## config.mk

```make
export PLATFORM = sky130hd
export DESIGN_NAME = geofence_stim_flat
export DESIGN_NICKNAME = d
export VERILOG_FILES = /design/src/rtl/geofence_stim_if.sv /design/src/rtl/geofence_stim.sv /design/src/flat_wrapper.sv
export SDC_FILE = /design/constraint.sdc
export NUM_CORES = 1
export LEC_CHECK = 0
export BUFFER_PORTS_ARGS = -buffer_cell sky130_fd_sc_hd__buf_2
export CAP_MARGIN = 0
export CORE_MARGIN = 5
export CORE_UTILIZATION = 30
export DETAILED_ROUTE_END_ITERATION = 8
export MAX_ROUTING_LAYER = met4
export SYNTH_ARGS = -nofsm -noshare
export SYNTH_HDL_FRONTEND = slang
export SYNTH_SLANG_ARGS = --single-unit
```

## constraint.sdc

```tcl
create_clock -name clk -period 4.1 [get_ports clk]
set_input_delay 0.205 -clock clk [delete_from_list [all_inputs] [get_ports clk]]
set_output_delay 0.205 -clock clk [all_outputs]
set_load 0.005 [all_outputs]
```

## src/rtl/geofence_stim_if.sv

```systemverilog
// Point/result channel between the stimulus engine and a geofence core.
interface geofence_stim_if;
    logic [9:0] X;
    logic [9:0] Y;
    logic       valid;
    logic       is_inside;

    modport master (output X, Y, input valid, is_inside);
    modport slave  (input X, Y, output valid, is_inside);
endinterface

```

## src/rtl/geofence_stim.sv

```systemverilog
// Geofence pattern engine: per object, fetch golden word and seven points from a
// 1-cycle synchronous ROM, stream the points, then wait for and score the result.
module geofence_stim #(
    parameter int unsigned NUM_OBJ = 50,
    parameter int unsigned OBJ_W   = 7,
    parameter int unsigned TIMEOUT = 4095,
    parameter int unsigned TO_W    = 12
) (
    input  logic                clk,
    input  logic                reset,
    input  logic                start,
    output logic [OBJ_W+2:0]    rom_addr,
    input  logic [19:0]         rom_data,
    geofence_stim_if.master     gf,
    output logic                busy,
    output logic                done,
    output logic [OBJ_W-1:0]    pass_cnt,
    output logic [OBJ_W-1:0]    fail_cnt,
    output logic                timeout_err,
    output logic                proto_err
);

    typedef enum logic [2:0] {
        S_IDLE,
        S_FETCH,
        S_SEND,
        S_WAIT,
        S_DONE
    } state_t;

    localparam logic [OBJ_W-1:0] LAST_OBJ = OBJ_W'(NUM_OBJ - 1);
    localparam logic [TO_W-1:0]  TO_LAST  = TO_W'(TIMEOUT - 1);

    state_t              state;
    logic [OBJ_W-1:0]    obj;
    logic                fstep;
    logic [2:0]          pt;
    logic [TO_W-1:0]     wcnt;
    logic                gold;

    // Sequencer: ROM addressing runs two words ahead of the point being
    // loaded, so the address is advanced at the same posedge the previous
    // word's data is consumed.
    always_ff @(posedge clk) begin
        if (reset) begin
            state       <= S_IDLE;
            obj         <= '0;
            fstep       <= 1'b0;
            pt          <= '0;
            wcnt        <= '0;
            gold        <= 1'b0;
            rom_addr    <= '0;
            gf.X        <= '0;
            gf.Y        <= '0;
            busy        <= 1'b0;
            done        <= 1'b0;
            pass_cnt    <= '0;
            fail_cnt    <= '0;
            timeout_err <= 1'b0;
            proto_err   <= 1'b0;
        end else begin
            case (state)
                S_IDLE, S_DONE: begin
                    if (start) begin
                        pass_cnt    <= '0;
                        fail_cnt    <= '0;
                        timeout_err <= 1'b0;
                        proto_err   <= 1'b0;
                        obj         <= '0;
                        rom_addr    <= {OBJ_W'(0), 3'd7};
                        fstep       <= 1'b0;
                        busy        <= 1'b1;
                        done        <= 1'b0;
                        state       <= S_FETCH;
                    end
                end

                S_FETCH: begin
                    if (gf.valid) proto_err <= 1'b1;
                    if (!fstep) begin
                        rom_addr <= {obj, 3'd0};
                        fstep    <= 1'b1;
                    end else begin
                        gold     <= rom_data[0];
                        rom_addr <= {obj, 3'd1};
                        pt       <= '0;
                        state    <= S_SEND;
                    end
                end

                S_SEND: begin
                    if (gf.valid) proto_err <= 1'b1;
                    gf.X <= rom_data[19:10];
                    gf.Y <= rom_data[9:0];
                    if (pt <= 3'd4) rom_addr <= {obj, pt + 3'd2};
                    if (pt == 3'd6) begin
                        wcnt  <= '0;
                        state <= S_WAIT;
                    end else begin
                        pt <= pt + 3'd1;
                    end
                end

                S_WAIT: begin
                    if (gf.valid) begin
                        if (gf.is_inside == gold) pass_cnt <= pass_cnt + 1'b1;
                        else                      fail_cnt <= fail_cnt + 1'b1;
                        if (obj == LAST_OBJ) begin
                            busy  <= 1'b0;
                            done  <= 1'b1;
                            state <= S_DONE;
                        end else begin
                            obj      <= obj + 1'b1;
                            rom_addr <= {obj + 1'b1, 3'd7};
                            fstep    <= 1'b0;
                            state    <= S_FETCH;
                        end
                    end else if (wcnt == TO_LAST) begin
                        fail_cnt    <= fail_cnt + 1'b1;
                        timeout_err <= 1'b1;
                        busy        <= 1'b0;
                        done        <= 1'b1;
                        state       <= S_DONE;
                    end else begin
                        wcnt <= wcnt + 1'b1;
                    end
                end

                default: state <= S_IDLE;
            endcase
        end
    end

endmodule
```

## src/flat_wrapper.sv

```systemverilog
// flat-port wrapper written by rule: the top's interface ports become plain ports
module geofence_stim_flat 
#(
    parameter int unsigned NUM_OBJ = 50,
    parameter int unsigned OBJ_W   = 7,
    parameter int unsigned TIMEOUT = 4095,
    parameter int unsigned TO_W    = 12
)
  (clk, reset, start, rom_addr, rom_data, busy, done, pass_cnt, fail_cnt, timeout_err, proto_err, gf_X, gf_Y, gf_valid, gf_is_inside);
  geofence_stim_if gf_i ();
  input  logic clk;
  input  logic reset;
  input  logic start;
  output logic [OBJ_W+2:0] rom_addr;
  input  logic [19:0] rom_data;
  output logic busy;
  output logic done;
  output logic [OBJ_W-1:0] pass_cnt;
  output logic [OBJ_W-1:0] fail_cnt;
  output logic timeout_err;
  output logic proto_err;
  output wire logic [$bits(gf_i.X)-1:0] gf_X;
  output wire logic [$bits(gf_i.Y)-1:0] gf_Y;
  input wire logic [$bits(gf_i.valid)-1:0] gf_valid;
  input wire logic [$bits(gf_i.is_inside)-1:0] gf_is_inside;
  assign gf_X = gf_i.X;
  assign gf_Y = gf_i.Y;
  assign gf_i.valid = gf_valid;
  assign gf_i.is_inside = gf_is_inside;
  geofence_stim #(.NUM_OBJ(NUM_OBJ), .OBJ_W(OBJ_W), .TIMEOUT(TIMEOUT), .TO_W(TO_W)) u_core (.clk(clk), .reset(reset), .start(start), .rom_addr(rom_addr), .rom_data(rom_data), .gf(gf_i), .busy(busy), .done(done), .pass_cnt(pass_cnt), .fail_cnt(fail_cnt), .timeout_err(timeout_err), .proto_err(proto_err));
endmodule
```

==> metrics.txt <==
outcome finished clean; min-delay src rom_data[17]; met3 global-route usage 4.31%; HP Class in2reg; Final min period 2.80 ns; Initial Util 30.7%; overall power 1.73 mW; Setup CP Type reg2reg; die width 124 µm; Synth Register Bits 75; hold endpoint u_core.gf.X[7]; reg2reg end u_core.pass_cnt[6]; WP data arrival 3.07 ns; DR vias/cell 5.20; worst-case reg-to-reg path depth 4; worst slew pin tran 0.995 ns; commonest cells in the netlist 75 x dfxtp_1, 67 x nand2_1, 56 x a21oi_1; first-pass GRT wire length 16.1 mm; Final Hold Vio Count 0; CP startpoint kind flop; max_cap viols 0; drt first pass iters 5; root buf cell clkbuf_16; Mapped Area 3880 µm²; Synth top area share 38.6%; Vias 3627; Layout area overhead 19.6%; core area 12700 µm²; die span in y 124 µm; Largest delay share family, worst path simple AND/OR/NAND/NOR gates; met2 Usage GRT 20.2%; Crit Path Max Fanout 31; Lkg Pwr 1.74 nW; Area contributors post-synth dfxtp_1 39%, a21oi_1 7.2%, nand2_1 6.5%; global placer's final weighted congestion 0.833; R2R Setup Slk 1.30 ns; power per cell area 373 nW/µm²; largest net degree at the start of global routing 54; Fillers 1324; Syn Inst Count 467; cell accounting for the most synthesized area dfxtp_1; GRT busiest layer met2; CTS tree done; Peak VDD IR 0.227 mV; Detail Route Antenna Nets 0; Ports 73; CTS sink cnt 75; Max Slew Vio Count 0; TritonCTS Buffers 9; Nets 555; die area 15300 µm²; Worst Path Required 4.36 ns; most common flop cell mapped by yosys dfxtp_1; DPL Wire Length 6.97 mm; cts repair resizes 0; Setup TNS 0 ns; Async SR Flop Fraction 0%; global-route usage over all layers 13.5%; Avg Synthesized Cell Area 8.32 µm²; number of antenna violations at the first check in global routing 0; clock-pin slew on the worst setup and hold paths 0.06 ns; drt wl/cell 14.1 µm; WHS Path Cells 3; fmax 357 MHz; met1 Resource Use GR 17.1%; endpoints failing setup 0; Critical Path Max Stage Delay 0.98 ns; R2R Path Start u_core.state[0]; YS warnings 0; total routed wirelength 9.85 mm; vias in the first global route 3414; sequential element share of the synthesized area 38.6%; share of layout cells above drive strength 1 19.4%; DR iter-0 viols 199; RSZ-0062 raised after global routing false; DRC 0; worst-path cell chain and3b_1 -> a31oi_1 -> or4_1 -> a21oi_1; # hold bufs at CTS 0; n_diodes 0; count leader, synth dfxtp_1; Clock Latency Late Sink 0.34 ns; IO buf count 72; EDFF count, synth 0; number of cell rows 41; Setup Skew 0.00686 ns; CP endpoint kind flop; setup repair bufs after CTS 0; Syn Nets 501; Synth cell types 65; Longest Clk Path Bufs 2; Worst path slowest cell dfxtp_1; final clock period utilization by the worst path 68.3%; max_slew headroom 33.6%; gr ovfl total 0; H-tree depth reported by CTS 3; worst path bufs/invs 0
area by class of cell:
cell class | count | area, µm² | share of cell area [%]
Tap cell | 172 | 215 | 4.63
Clock buffer | 13 | 270 | 5.81
Inverter | 14 | 52.6 | 1.13
Clock inverter | 3 | 43.8 | 0.942
Sequential cell | 75 | 1500 | 32.3
Multi-Input combinational cell | 347 | 2190 | 47.1
Timing Repair Buffer | 74 | 375 | 8.08
report_power, final:
part	internal, mW	total (mW)	switching (mW)
Combinational	0.0539	0.132	0.0778
Sequential	0.744	0.764	0.0203
Clock	0.523	0.837	0.315
tightest hold or removal path, stage by stage:
cell and delay, ns:
buf_2 0.09, nand2_1 0.04, a21oi_1 0.05
cell families (layout without fill, tap and decap cells):
group | Yosys count | in the layout | synth area share (%)
AOI/OAI and AO/OA | 126 | 126 | 21.2
xor gates and xnor gates | 4 | 4 | 0.902
adders and majority gates | 9 | 9 | 2.90
buffers and inverters | 45 | 104 | 4.99
DFF | 75 | 75 | 38.6
muxes | 12 | 12 | 3.35
and+or+nand+nor | 196 | 196 | 28.0
state kept, by name (all words and copies together) (netlist names), 3 cells and up:
register / count
u_core.fail_cnt: 7
u_core.gf.Y: 10
u_core.state: 3
u_core.obj: 7
u_core.pass_cnt: 7
u_core.pt: 3
u_core.wcnt: 12
u_core.rom_addr: 10
u_core.gf.X: 10
how the worst max path moves through the flow:
stage,cells after the start,startpoint,to
detailed placement,4,u_core.state[0],u_core.pass_cnt[6]
global placement,4,u_core.state[0],u_core.pass_cnt[6]
global route,4,u_core.state[0],u_core.pass_cnt[6]
finish,4,u_core.state[0],u_core.pass_cnt[6]
CTS,4,u_core.state[0],u_core.pass_cnt[6]
floorplan,5,u_core.obj[0],u_core.rom_addr[2]
metal layers:
layer,share of wire (%),vias to the layer above
met3,7.3,13
met4,1.7,0
met2,44,102
met5,0,-
li1,-,1818
met1,47,1694
per-stage QoR:
| stage | worst slack, ns | hold slack (ns) | cell area, µm² | utilization, % | cells |
|---|---|---|---|---|---|
| floorplan | 2.12 | 0.341 | 3880 | - | 467 |
| global placement | 1.49 | 0.440 | 4330 | 34.2 | 682 |
| detailed placement | 1.33 | 0.446 | 4330 | 34.2 | 682 |
| CTS | 1.30 | 0.0867 | 4650 | 36.7 | 698 |
| global route | 1.11 | 0.0996 | 4650 | 36.7 | 698 |
| finish | 1.30 | 0.0929 | 4650 | 36.7 | 698 |
layout by cell type, fill, tap and decap left out, drive strengths merged, types with 13 or more instances in the layout:
cell and n:
nand2 67, o31ai 13, nand3 21, nand2b 15, buf 74, inv 15
dfxtp 75, a21oi 56, clkbuf 13, or4 13
(Power assumes the default switching activity.)
